### config.mk
export PLATFORM = sky130hd
export DESIGN_NAME = uart_axi_tx
export DESIGN_NICKNAME = d
export VERILOG_FILES = /design/src/rtl/uart_axi_tx.sv
export SDC_FILE = /design/constraint.sdc
export NUM_CORES = 1
export LEC_CHECK = 0
export CELL_PAD_IN_SITES_DETAIL_PLACEMENT = 1
export CELL_PAD_IN_SITES_GLOBAL_PLACEMENT = 1
export CORE_MARGIN = 4
export CORE_UTILIZATION = 44
export DETAILED_ROUTE_END_ITERATION = 12
export PLACE_DENSITY_LB_ADDON = 0.1
export REMOVE_ABC_BUFFERS = 1
export SYNTH_ARGS = -nofsm -noshare
export SYNTH_HDL_FRONTEND = slang
export SYNTH_SLANG_ARGS = --single-unit
### constraint.sdc
create_clock -name clk -period 8.3 [get_ports clk]
set_clock_uncertainty 0.1 [all_clocks]
set_input_delay 1.66 -clock clk [delete_from_list [all_inputs] [get_ports clk]]
set_output_delay 1.66 -clock clk [all_outputs]
set_load 0.01 [all_outputs]
### src/rtl/uart_axi_tx.sv
// -----------------------------------------------------------------------------
// uart_axi_tx
//   AXI4-Lite slave that feeds an 8N1 UART transmitter through a small FIFO.
//
//   Register map (only addr[11:0] is decoded, prot inputs are ignored):
//     0x018 DIV    rw  bits[15:0] clk cycles per bit (bit time is max(div,4))
//     0x02C STATUS ro  bit3 fifo empty, bit4 fifo full, bit5 busy,
//                      bit8 sticky overflow (cleared by reading STATUS)
//     0x030 TXDATA wo  bits[7:0] byte pushed into the TX FIFO
//
//   Ports:
//     clk, reset              rising-edge clock, synchronous active-high reset
//     mem_axi_aw*/w*/b*       AXI4-Lite write address / data / response
//     mem_axi_ar*/r*          AXI4-Lite read address / data
//     uart_tx                 serial output, idle high
// -----------------------------------------------------------------------------
module uart_axi_tx #(
    parameter int unsigned FIFO_DEPTH  = 16,
    parameter int unsigned DEFAULT_DIV = 868
) (
    input  logic        clk,
    input  logic        reset,

    input  logic        mem_axi_awvalid,
    output logic        mem_axi_awready,
    input  logic [31:0] mem_axi_awaddr,
    input  logic [2:0]  mem_axi_awprot,

    input  logic        mem_axi_wvalid,
    output logic        mem_axi_wready,
    input  logic [31:0] mem_axi_wdata,
    input  logic [3:0]  mem_axi_wstrb,

    output logic        mem_axi_bvalid,
    input  logic        mem_axi_bready,

    input  logic        mem_axi_arvalid,
    output logic        mem_axi_arready,
    input  logic [31:0] mem_axi_araddr,
    input  logic [2:0]  mem_axi_arprot,

    output logic        mem_axi_rvalid,
    input  logic        mem_axi_rready,
    output logic [31:0] mem_axi_rdata,

    output logic        uart_tx
);

    localparam int unsigned PTR_W = $clog2(FIFO_DEPTH);
    localparam int unsigned CNT_W = PTR_W + 1;

    localparam logic [PTR_W-1:0] PTR_ONE   = PTR_W'(1);
    localparam logic [CNT_W-1:0] CNT_ONE   = CNT_W'(1);
    localparam logic [CNT_W-1:0] CNT_FULL  = CNT_W'(FIFO_DEPTH);
    localparam logic [15:0]      DIV_RESET = 16'(DEFAULT_DIV);
    localparam logic [15:0]      MIN_BIT   = 16'd4;

    localparam logic [11:0] ADDR_DIV    = 12'h018;
    localparam logic [11:0] ADDR_STATUS = 12'h02C;
    localparam logic [11:0] ADDR_TXDATA = 12'h030;

    typedef enum logic [1:0] {
        IDLE,
        START,
        DATA,
        STOP
    } tx_state_e;

    // ------------------------------------------------------------------
    // State
    // ------------------------------------------------------------------
    logic              awready_q,  awready_d;
    logic              bvalid_q,   bvalid_d;
    logic              arready_q,  arready_d;
    logic              rvalid_q,   rvalid_d;
    logic [31:0]       rdata_q,    rdata_d;
    logic [15:0]       div_q,      div_d;
    logic              overflow_q, overflow_d;

    logic [PTR_W-1:0]  wr_ptr_q,   wr_ptr_d;
    logic [PTR_W-1:0]  rd_ptr_q,   rd_ptr_d;
    logic [CNT_W-1:0]  count_q,    count_d;
    logic [7:0]        fifo_mem [FIFO_DEPTH];

    tx_state_e         state_q,    state_d;
    logic [7:0]        shreg_q,    shreg_d;
    logic [15:0]       bit_len_q,  bit_len_d;
    logic [15:0]       cyc_cnt_q,  cyc_cnt_d;
    logic [2:0]        bit_idx_q,  bit_idx_d;
    logic              tx_q,       tx_d;

    // ------------------------------------------------------------------
    // Handshake and decode terms
    // ------------------------------------------------------------------
    logic        wr_hs;
    logic        rd_hs;
    logic [11:0] wr_addr;
    logic [11:0] rd_addr;
    logic        txdata_wr;
    logic        fifo_empty;
    logic        fifo_full;
    logic        push;
    logic        pop;
    logic        ovf_set;
    logic        status_rd;
    logic        bit_end;
    logic [31:0] rd_value;

    assign wr_addr    = mem_axi_awaddr[11:0];
    assign rd_addr    = mem_axi_araddr[11:0];
    assign wr_hs      = awready_q && mem_axi_awvalid && mem_axi_wvalid;
    assign rd_hs      = arready_q && mem_axi_arvalid;

    assign fifo_empty = (count_q == '0);
    assign fifo_full  = (count_q == CNT_FULL);

    // A byte lane 0 write to TXDATA either lands in the FIFO or is dropped
    // and recorded as an overflow; the bus transaction completes either way.
    assign txdata_wr  = wr_hs && (wr_addr == ADDR_TXDATA) && mem_axi_wstrb[0];
    assign push       = txdata_wr && !fifo_full;
    assign ovf_set    = txdata_wr && fifo_full;
    assign pop        = (state_q == IDLE) && !fifo_empty;
    assign status_rd  = rd_hs && (rd_addr == ADDR_STATUS);

    assign bit_end    = (cyc_cnt_q == bit_len_q - 16'd1);

    // Address/prot bits outside the decoded window and unused byte lanes.
    logic unused_inputs;
    assign unused_inputs = ^{mem_axi_awaddr[31:12], mem_axi_araddr[31:12],
                             mem_axi_awprot, mem_axi_arprot,
                             mem_axi_wdata[31:16], mem_axi_wstrb[3:2]};

    // ------------------------------------------------------------------
    // Write channel and DIV register
    // ------------------------------------------------------------------
    // NOTE: every signal driven in an always_comb gets a default first, so no
    // path through the block can leave it unassigned and infer a latch.
    always_comb begin
        // Ready is a registered one-cycle pulse: it cannot re-arm while the
        // response is pending or in the cycle right after it fired.
        awready_d = mem_axi_awvalid && mem_axi_wvalid && !bvalid_q && !awready_q;
        bvalid_d  = wr_hs || (bvalid_q && !mem_axi_bready);
        div_d     = div_q;
        if (wr_hs && (wr_addr == ADDR_DIV)) begin
            if (mem_axi_wstrb[0]) div_d[7:0]  = mem_axi_wdata[7:0];
            if (mem_axi_wstrb[1]) div_d[15:8] = mem_axi_wdata[15:8];
        end
    end

    // ------------------------------------------------------------------
    // Read channel, STATUS and overflow
    // ------------------------------------------------------------------
    always_comb begin
        rd_value = '0;
        case (rd_addr)
            ADDR_DIV: rd_value = {16'h0, div_q};
            ADDR_STATUS: begin
                rd_value[3] = fifo_empty;
                rd_value[4] = fifo_full;
                rd_value[5] = (state_q != IDLE);
                rd_value[8] = overflow_q;
            end
            default: rd_value = '0;
        endcase
    end

    always_comb begin
        arready_d  = mem_axi_arvalid && !rvalid_q && !arready_q;
        rvalid_d   = rd_hs || (rvalid_q && !mem_axi_rready);
        rdata_d    = rd_hs ? rd_value : rdata_q;
        overflow_d = overflow_q;
        if (status_rd) overflow_d = 1'b0;
        // Ordered after the clear: an overflow in the read cycle itself must
        // survive, because the value just returned did not report it.
        if (ovf_set)   overflow_d = 1'b1;
    end

    // ------------------------------------------------------------------
    // FIFO bookkeeping
    // ------------------------------------------------------------------
    always_comb begin
        wr_ptr_d = push ? wr_ptr_q + PTR_ONE : wr_ptr_q;
        rd_ptr_d = pop  ? rd_ptr_q + PTR_ONE : rd_ptr_q;
        case ({push, pop})
            2'b10:   count_d = count_q + CNT_ONE;
            2'b01:   count_d = count_q - CNT_ONE;
            default: count_d = count_q;
        endcase
    end

    // NOTE: FIFO storage has no reset; the pointers and count are reset, so
    // a stale entry can never be popped and the array maps onto plain RAM.
    always_ff @(posedge clk) begin
        if (push) fifo_mem[wr_ptr_q] <= mem_axi_wdata[7:0];
    end

    // ------------------------------------------------------------------
    // Serializer FSM
    // ------------------------------------------------------------------
    always_comb begin
        state_d   = state_q;
        shreg_d   = shreg_q;
        bit_len_d = bit_len_q;
        cyc_cnt_d = cyc_cnt_q;
        bit_idx_d = bit_idx_q;

        case (state_q)
            IDLE: begin
                if (pop) begin
                    // Divisor is captured here so DIV writes mid-frame only
                    // affect the next frame.
                    state_d   = START;
                    shreg_d   = fifo_mem[rd_ptr_q];
                    bit_len_d = (div_q < MIN_BIT) ? MIN_BIT : div_q;
                    cyc_cnt_d = '0;
                end
            end
            START: begin
                if (bit_end) begin
                    state_d   = DATA;
                    cyc_cnt_d = '0;
                    bit_idx_d = '0;
                end else begin
                    cyc_cnt_d = cyc_cnt_q + 16'd1;
                end
            end
            DATA: begin
                if (bit_end) begin
                    cyc_cnt_d = '0;
                    shreg_d   = {1'b0, shreg_q[7:1]};
                    if (bit_idx_q == 3'd7) begin
                        state_d = STOP;
                    end else begin
                        bit_idx_d = bit_idx_q + 3'd1;
                    end
                end else begin
                    cyc_cnt_d = cyc_cnt_q + 16'd1;
                end
            end
            STOP: begin
                if (bit_end) begin
                    state_d   = IDLE;
                    cyc_cnt_d = '0;
                end else begin
                    cyc_cnt_d = cyc_cnt_q + 16'd1;
                end
            end
            default: state_d = IDLE;
        endcase

        // The line level is derived from the next state so the output flop
        // changes in the same cycle as the state register.
        tx_d = 1'b1;
        if (state_d == START)     tx_d = 1'b0;
        else if (state_d == DATA) tx_d = shreg_d[0];
    end

    // ------------------------------------------------------------------
    // Registers
    // ------------------------------------------------------------------
    // NOTE: sequential state is updated only with non-blocking assignments,
    // so every flop samples the values from before the clock edge.
    always_ff @(posedge clk) begin
        if (reset) begin
            awready_q  <= 1'b0;
            bvalid_q   <= 1'b0;
            arready_q  <= 1'b0;
            rvalid_q   <= 1'b0;
            rdata_q    <= '0;
            div_q      <= DIV_RESET;
            overflow_q <= 1'b0;
            wr_ptr_q   <= '0;
            rd_ptr_q   <= '0;
            count_q    <= '0;
            state_q    <= IDLE;
            shreg_q    <= '0;
            bit_len_q  <= MIN_BIT;
            cyc_cnt_q  <= '0;
            bit_idx_q  <= '0;
            tx_q       <= 1'b1;
        end else begin
            awready_q  <= awready_d;
            bvalid_q   <= bvalid_d;
            arready_q  <= arready_d;
            rvalid_q   <= rvalid_d;
            rdata_q    <= rdata_d;
            div_q      <= div_d;
            overflow_q <= overflow_d;
            wr_ptr_q   <= wr_ptr_d;
            rd_ptr_q   <= rd_ptr_d;
            count_q    <= count_d;
            state_q    <= state_d;
            shreg_q    <= shreg_d;
            bit_len_q  <= bit_len_d;
            cyc_cnt_q  <= cyc_cnt_d;
            bit_idx_q  <= bit_idx_d;
            tx_q       <= tx_d;
        end
    end

    // AW and W share one ready flop so they can never be accepted apart.
    assign mem_axi_awready = awready_q;
    assign mem_axi_wready  = awready_q;
    assign mem_axi_bvalid  = bvalid_q;
    assign mem_axi_arready = arready_q;
    assign mem_axi_rvalid  = rvalid_q;
    assign mem_axi_rdata   = rdata_q;
    assign uart_tx         = tx_q;

endmodule

==> implementation parameters, run 1 <==
Parameter                              Value

Flow run
  Reported max-cap violation count ... 0

STA
  Worst Hold Slack ... 358 ps
  Worst Max-Slew Pin Slew ... 932 ps
  Worst slew margin relative to its limit ... 0.376
  Smallest setup slack after layout ... 3260 ps
  Max Clock Freq ... 199 MHz
  Setup TNS Final ... 0 ps
  Final clock period utilization by the worst path ... 0.607
  Final critical delay including setup and external delays ... ~5000 ps
  Setup violators final ... 0
  Final count of pins violating max slew ... 0
  Hold violation count in the final report ... 0
  RSZ-0062 raised after global routing ... false

Synth
  Yosys warnings ... 0
  Count of distinct cell types in the synthesized netlist ... 56
  Cell type contributing the most total cell area after synthesis ... sky130_fd_sc_hd__edfxtp_1
  Fraction of post-synthesis cell area in the top cell type by area ... 0.394
  Synthesized instance count ... 776
  Top cells by area, synth ... sky130_fd_sc_hd__edfxtp_1, sky130_fd_sc_hd__dfxtp_1, sky130_fd_sc_hd__mux4_2, sky130_fd_sc_hd__nor2_1, sky130_fd_sc_hd__nand2_1
  Number of enable flip-flop cells after synthesis ... 128
  Top cell types by occurrence after synthesis ... sky130_fd_sc_hd__edfxtp_1, sky130_fd_sc_hd__dfxtp_1, sky130_fd_sc_hd__nor2_1, sky130_fd_sc_hd__nand2_1, sky130_fd_sc_hd__mux4_2
  Count of state elements after synthesis ... 228
  Share of async-settable or async-resettable flops after synthesis ... 0
  Post-synthesis cell area ... about 9700 um2
  Cell with the most instances after synthesis ... sky130_fd_sc_hd__edfxtp_1
  Mean instance size in the synthesized netlist ... 12.6 um2
  Sequential share of the synthesized area ... 0.600
  Most frequently used flop master after synthesis ... sky130_fd_sc_hd__edfxtp_1

Place
  Dpl hpwl ... 15.9 mm
  Worst slack at placement ... between 2000 and 3000 ps
  Buffers added on ports ... 70
  Number of placed cells counting well taps ... 1100
  Global placer's final weighted congestion ... 0.804

Routing
  Detail-routed via count per cell ... 5.60
  Number of remaining DRC errors ... 0
  First-iteration detailed-routing DRC count ... 325
  Number of vias after detailed routing ... 6394
  Wire length per cell after detailed routing ... 20.3 um
  Detailed-routing iteration count for the pre-antenna-repair pass ... 6
  Antenna-violating nets left ... 0
  Drt total wl ... roughly 23 mm

Floorplanning
  Placeable Area ... 21800 um2
  Die footprint ... 24600 um2
  Die X-Extent ... 157 um
  Initial Utilization ... 0.447
  Top Ports ... around 150
  Die Span Y ... approximately 160 um
  Total number of placement rows ... 54

CTS
  Clk buf depth ... 3
  Post-cts gate resize count ... 0
  Sinks on the clock net ... 228
  Master cell of the clock root buffer ... sky130_fd_sc_hd__clkbuf_16
  Clock latency on the worst-skew pair ... 540 ps
  Postcts setup bufs ... 0
  Count of hold-fix buffers inserted at cts ... 0
  Clock buffers created by TritonCTS ... 25
  H-tree depth ... 1
  Clock tree from TritonCTS ... yes
  Clock-pin slew reported for the worst setup and hold paths after clock tree synthesis ... 50 ps

Global route
  Met3 usage ... 0.0274
  Number of antenna violations at the first check in global routing ... 1
  Tot GR Track Use ... 0.188
  Number of global-route vias before repair ... 6755
  Peak-usage layer in the global routing report ... met2
  Met1 usage in global routing ... 0.231
  First-pass GRT wire length ... between 30 and 40 mm
  Global-route met2 utilization ... 0.348
  Remaining global-route overflow ... 0
  Largest net degree at the start of global routing ... 88

Cells and area
  Layout Area Growth over Synthesis ... 16.9%
  Final core utilization ... 0.522
  Fraction of layout cells with a size suffix above 1 ... 0.111
  Antenna diodes ... 0
  Final layout net count ... ~970
  Non-Filler Instances ... 1141

Worst setup path
  Reg-to-reg setup timing slack ... 4480 ps
  Crit path capture type ... register
  Depth of the worst register-to-register path ... 14
  Start point of the critical path ... mem_axi_awaddr[0]
  Crit Reg-Reg Startpoint ... count_q[0]
  Required time reported for the critical path endpoint ... 8630 ps
  Worst setup path end ... count_q[4]
  Signal arrival time at the worst endpoint ... 5370 ps
  End of the worst register-to-register path ... count_q[4]
  Kind of start point of the critical path ... primary input
  Maximum net fanout on the critical path ... 8
  Critical path type ... in2reg

Pwr
  Peak VDD IR ... 0.171 mV
  Leakage power of the design ... 3.74 nW
  Cell Pwr Density ... 197 nW/um2

Worst hold path
  Hold Crit Class ... reg2reg
  Number of cells traversed by the worst hold path ... 1

Outcome
  Outcome ... completed
==> worst max-delay path, stage by stage <==
cell                              delay, ps
sky130_fd_sc_hd__clkdlybuf4s50_1        410
sky130_fd_sc_hd__nor4b_1                330
sky130_fd_sc_hd__and4_1                 260
sky130_fd_sc_hd__and2_1                 200
sky130_fd_sc_hd__nand3b_1               110
sky130_fd_sc_hd__a21oi_1                660
sky130_fd_sc_hd__inv_1                  100
sky130_fd_sc_hd__ha_1                   290
sky130_fd_sc_hd__inv_1                  120
sky130_fd_sc_hd__fa_1                   220
sky130_fd_sc_hd__inv_1                   60
sky130_fd_sc_hd__a21o_1                 160
sky130_fd_sc_hd__a21oi_1                200
sky130_fd_sc_hd__xnor2_1                100
sky130_fd_sc_hd__or3_1                  300
sky130_fd_sc_hd__a21oi_1                160
==> state kept, by name (all words and copies together) (netlist names), named ones only <==
name / count
overflow_q: 1
uart_tx: 1
count_q: 5
mem_axi_bvalid: 1
state_q: 2
rd_ptr_q: 4
fifo_mem: 128
div_q: 16
bit_idx_q: 3
cyc_cnt_q: 16
mem_axi_awready: 1
mem_axi_arready: 1
wr_ptr_q: 4
mem_axi_rdata: 16
mem_axi_rvalid: 1
shreg_q: 8
bit_len_q: 16
==> per-stage QoR <==
stage	power [mW]	area, um2
final	2.24	11400
after detailed placement	1.27	10700
after CTS	2.28	11400
after global placement	1.27	10700
after floorplan	1.23	9520
after global routing	2.33	11400
==> cell usage in the layout (no fill, tap or decap), types with 4 or more instances in the layout <==
cell                              netlist  layout
sky130_fd_sc_hd__xor2_1                14      14
sky130_fd_sc_hd__edfxtp_1             128     128
sky130_fd_sc_hd__a211o_1                5       5
sky130_fd_sc_hd__a31oi_1               12      12
sky130_fd_sc_hd__inv_1                 17      17
sky130_fd_sc_hd__nor4b_1                5       4
sky130_fd_sc_hd__and3_1                11      11
sky130_fd_sc_hd__nand2_1               73      73
sky130_fd_sc_hd__nand4_1                7       7
sky130_fd_sc_hd__nand3_1               22      22
sky130_fd_sc_hd__clkbuf_1              26      12
sky130_fd_sc_hd__ha_1                  13      13
sky130_fd_sc_hd__o21ai_0                8       8
sky130_fd_sc_hd__nor2_1                76      76
sky130_fd_sc_hd__xnor2_1               17      17
sky130_fd_sc_hd__dfxtp_1              100      99
sky130_fd_sc_hd__nor4_1                 8       8
sky130_fd_sc_hd__nor3_1                13      13
sky130_fd_sc_hd__a21oi_1               34      34
sky130_fd_sc_hd__nor2b_1                9       9
sky130_fd_sc_hd__and2_1                 5       5
sky130_fd_sc_hd__a21o_1                 6       6
sky130_fd_sc_hd__clkdlybuf4s50_1        0      69
sky130_fd_sc_hd__mux4_2                39      39
sky130_fd_sc_hd__or2_2                  6       6
sky130_fd_sc_hd__clkbuf_16              0      25
sky130_fd_sc_hd__a22o_1                 4       4
sky130_fd_sc_hd__a22oi_1               16      16
sky130_fd_sc_hd__buf_4                 17      13
sky130_fd_sc_hd__or3_1                  5       5
sky130_fd_sc_hd__conb_1                 1      16
sky130_fd_sc_hd__mux2i_1               17      17
sky130_fd_sc_hd__o311ai_0               4       4
sky130_fd_sc_hd__nand2b_1               9       9
==> worst min-delay path by stage <==
stage,start,end,slack [ps]
2_1_floorplan,shreg_q[3],shreg_q[3],340
3_3_place_gp,mem_axi_bvalid,mem_axi_awready,340
3_5_place_dp,mem_axi_arready,mem_axi_arready,350
4_1_cts,mem_axi_bvalid,mem_axi_awready,360
5_1_grt,mem_axi_arready,mem_axi_arready,380
6_report,mem_axi_bvalid,mem_axi_awready,360
==> metal layers <==
metal | wire length (um) | up-vias
met1 | 9450 | 3223
met3 | 903 | 42
li1 | - | 2992
met2 | 12200 | 135
met5 | 8 | -
met4 | 553 | 2
==> cell type report <==
type                    count  area (um2)
fillers                  2227       10400
flip-flops and latches    228        5850
multi-input cells         491        3620
repair buffers             83         793
clock buffers              39         698
well taps                 280         350
inverters                  18        67.6
clock inverters             2        23.8
==> cell families (layout without fill, tap and decap cells) <==
kind of cell / Yosys count / in the layout / synth area share
buffers and inverters: 72 / 142 / 0.0358
adder cells (fa/ha/maj): 14 / 14 / 0.0187
multiplexers: 56 / 56 / 0.108
AND/OR/NAND/NOR: 264 / 264 / 0.134
flip-flops: 228 / 228 / 0.600
other: 1 / 16 / 0.000385
XOR/XNOR: 31 / 31 / 0.0278
AO/OA/AOI/OAI: 110 / 110 / 0.0762
==> report_power, final <==
part	switching (mW)	internal, mW	total (mW)	leakage (nW)
sequential	0.00113	1.19	1.19	1.96
clock	0.421	0.574	0.996	0.348
combinational	0.0290	0.0252	0.0542	1.43
No activity file was read; power rests on OpenSTA's default activity.
==> run 2: changes to the inputs <==
Settings changed: CORE_UTILIZATION 44 to 43.
Clock period 8.3 ns to 5 ns, I/O delays scaled along.
==> run 2 against run 1 <==
Against the previous run: first-iteration DRC count grew 3.7%; register-to-register slack lost 2800 ps; combinational power grew 68%; highest routed layer is now met4; largest power group unchanged; sequential share of layout area shrank 0.71 points.
==> implementation parameters, run 2 (synthesis results as in run 1) <==
Parameter                              Value

Cells and area
  Antenna diodes ... 0
  Largest Register ... fifo_mem
  Final layout net count ... 982
  Commonest non-fill, non-tap cells in the layout ... sky130_fd_sc_hd__edfxtp_1, sky130_fd_sc_hd__dfxtp_1, sky130_fd_sc_hd__nor2_1
  Fraction of layout cells with a size suffix above 1 ... 0.124
  Most common cell after layout, fill and taps aside ... sky130_fd_sc_hd__edfxtp_1
  Layout Area Growth over Synthesis ... 18.5%
  Largest register FFs ... 128
  Count of fill cells added during filler insertion ... 2229

Worst setup path
  Critical path type ... in2reg
  Maximum net fanout on the critical path ... 5
  Crit path capture type ... register
  Required time reported for the critical path endpoint ... roughly 5400 ps
  Signal arrival time at the worst endpoint ... 4190 ps
  Kind of start point of the critical path ... primary input

STA
  Worst Max-Slew Pin Slew ... 873 ps
  Hold violation count in the final report ... 0
  Final count of pins violating max slew ... 0
  Final clock period utilization by the worst path ... 0.768
  Setup violators final ... 0
  Final critical delay including setup and external delays ... roughly 3800 ps
  Setup TNS Final ... 0 ps
  Worst slew margin relative to its limit ... 0.413
  Max Clock Freq ... 260 MHz
  RSZ-0062 raised after global routing ... false

Routing
  Antenna-violating nets left ... 0
  Wire length per cell after detailed routing ... 20.7 um
  Number of remaining DRC errors ... 0
  Detail-routed via count per cell ... 5.55
  Number of vias after detailed routing ... 6396
  First-iteration detailed-routing DRC count ... 337
  Drt total wl ... 23.8 mm
  Detailed-routing iteration count for the pre-antenna-repair pass ... 4

Floorplanning
  Die footprint ... 25100 um2
  Total number of placement rows ... 54
  Die X-Extent ... approximately 160 um
  Initial Utilization ... 0.441
  Top Ports ... 151
  Die Span Y ... 159 um
  Placeable Area ... 22100 um2

Place
  Global placer's final weighted congestion ... about 0.79
  Buffers added on ports ... 70
  Dpl hpwl ... 16.8 mm

Flow run
  Reported max-cap violation count ... 0

Pwr
  Cell Pwr Density ... 337 nW/um2
  Peak VDD IR ... 0.286 mV
  Total power of the final layout ... 3.89 mW
  Leakage power of the design ... 3.82 nW

CTS
  Clock buffers created by TritonCTS ... 26
  Clock-pin slew reported for the worst setup and hold paths after clock tree synthesis ... 60 ps
  Clk buf depth ... 3
  Master cell of the clock root buffer ... sky130_fd_sc_hd__clkbuf_16
  H-tree depth ... 1
  Count of hold-fix buffers inserted at cts ... 0
  Sinks on the clock net ... 228
  Post-cts gate resize count ... 0
  Clock latency on the worst-skew pair ... 540 ps
  Postcts setup bufs ... 0
  Clock tree from TritonCTS ... yes

Worst hold path
  Hold Crit Class ... reg2reg

Global route
  Number of antenna violations at the first check in global routing ... 0
  Met3 usage ... 0.0275
  Global-route met2 utilization ... 0.357
  Peak-usage layer in the global routing report ... met2
  Largest net degree at the start of global routing ... 75
  Number of global-route vias before repair ... 6939
  Met1 usage in global routing ... 0.230
  Remaining global-route overflow ... 0
  First-pass GRT wire length ... 38.0 mm
  Tot GR Track Use ... 0.192

Outcome
  Outcome ... completed
==> run 2: cell types whose count changed in the layout (fill, tap and decap cells not counted), sizes merged <==
cell and change:
clkinv +3, buf +7, bufinv +2, inv -1
==> run 2: cell type report <==
| class | count | area [um2] | area share |
|---|---|---|---|
| Multi-Input combinational cell | 491 | 3620 | 0.314 |
| Tap cell | 280 | 350 | 0.0303 |
| Clock inverter | 6 | 103 | 0.00888 |
| Sequential cell | 228 | 5850 | 0.506 |
| Inverter | 18 | 67.6 | 0.00585 |
| Clock buffer | 39 | 719 | 0.0623 |
| Timing Repair Buffer | 90 | 846 | 0.0732 |
==> run 2: path summary, 6_finish.rpt <==
check / cells after the start / to / slack [ps] / start
worst max-delay path: 16 / count_q[4] / 1160 / mem_axi_awaddr[1]
worst min-delay path: 2 / mem_axi_rdata[4] / 360 / mem_axi_rdata[4]
worst max register to register: 13 / count_q[4] / 1710 / count_q[0]
worst min register to register: 2 / mem_axi_rdata[4] / 360 / mem_axi_rdata[4]
==> run 2: routing by layer <==
metal | part of all wire | routed length, um
met1 | 0.40 | 9600
met2 | 0.54 | 12800
met3 | 0.032 | 755
met4 | 0.029 | 692
met5 | 0 | 0
==> run 2: metrics by stage <==
stage | cell area (um2) | utilization | instances | setup WS [ps] | hold WS, ps
final | 11600 | 0.523 | 1152 | 1160 | 358
after global routing | 11600 | 0.523 | 1152 | 891 | 388
after CTS | 11600 | 0.523 | 1152 | 1120 | 362
after detailed placement | 10700 | 0.486 | 1107 | 580 | 354
after global placement | 10700 | 0.486 | 1107 | 718 | 331
after floorplan | 9520 | - | 737 | 1210 | 338
==> run 2: critical path, cell delays in order <==
cell,delay [ps]
sky130_fd_sc_hd__clkdlybuf4s50_1,410
sky130_fd_sc_hd__nor4_1,270
sky130_fd_sc_hd__and4_1,250
sky130_fd_sc_hd__and2_1,240
sky130_fd_sc_hd__nand3b_1,190
sky130_fd_sc_hd__a21oi_1,220
sky130_fd_sc_hd__inv_1,80
sky130_fd_sc_hd__ha_1,250
sky130_fd_sc_hd__inv_1,130
sky130_fd_sc_hd__fa_1,230
sky130_fd_sc_hd__inv_1,50
sky130_fd_sc_hd__a21o_1,150
sky130_fd_sc_hd__a21oi_1,170
sky130_fd_sc_hd__xnor2_1,100
sky130_fd_sc_hd__or3_1,310
sky130_fd_sc_hd__a21oi_1,140
==> run 2: where the power goes <==
group          leakage (nW)  internal [mW]  total (mW)  switching [mW]
logic                  1.47         0.0422      0.0908          0.0486
clock network         0.394           1.09        1.82           0.727
registers              1.96           1.98        1.98         0.00193
total                  3.82           3.12        3.89           0.778
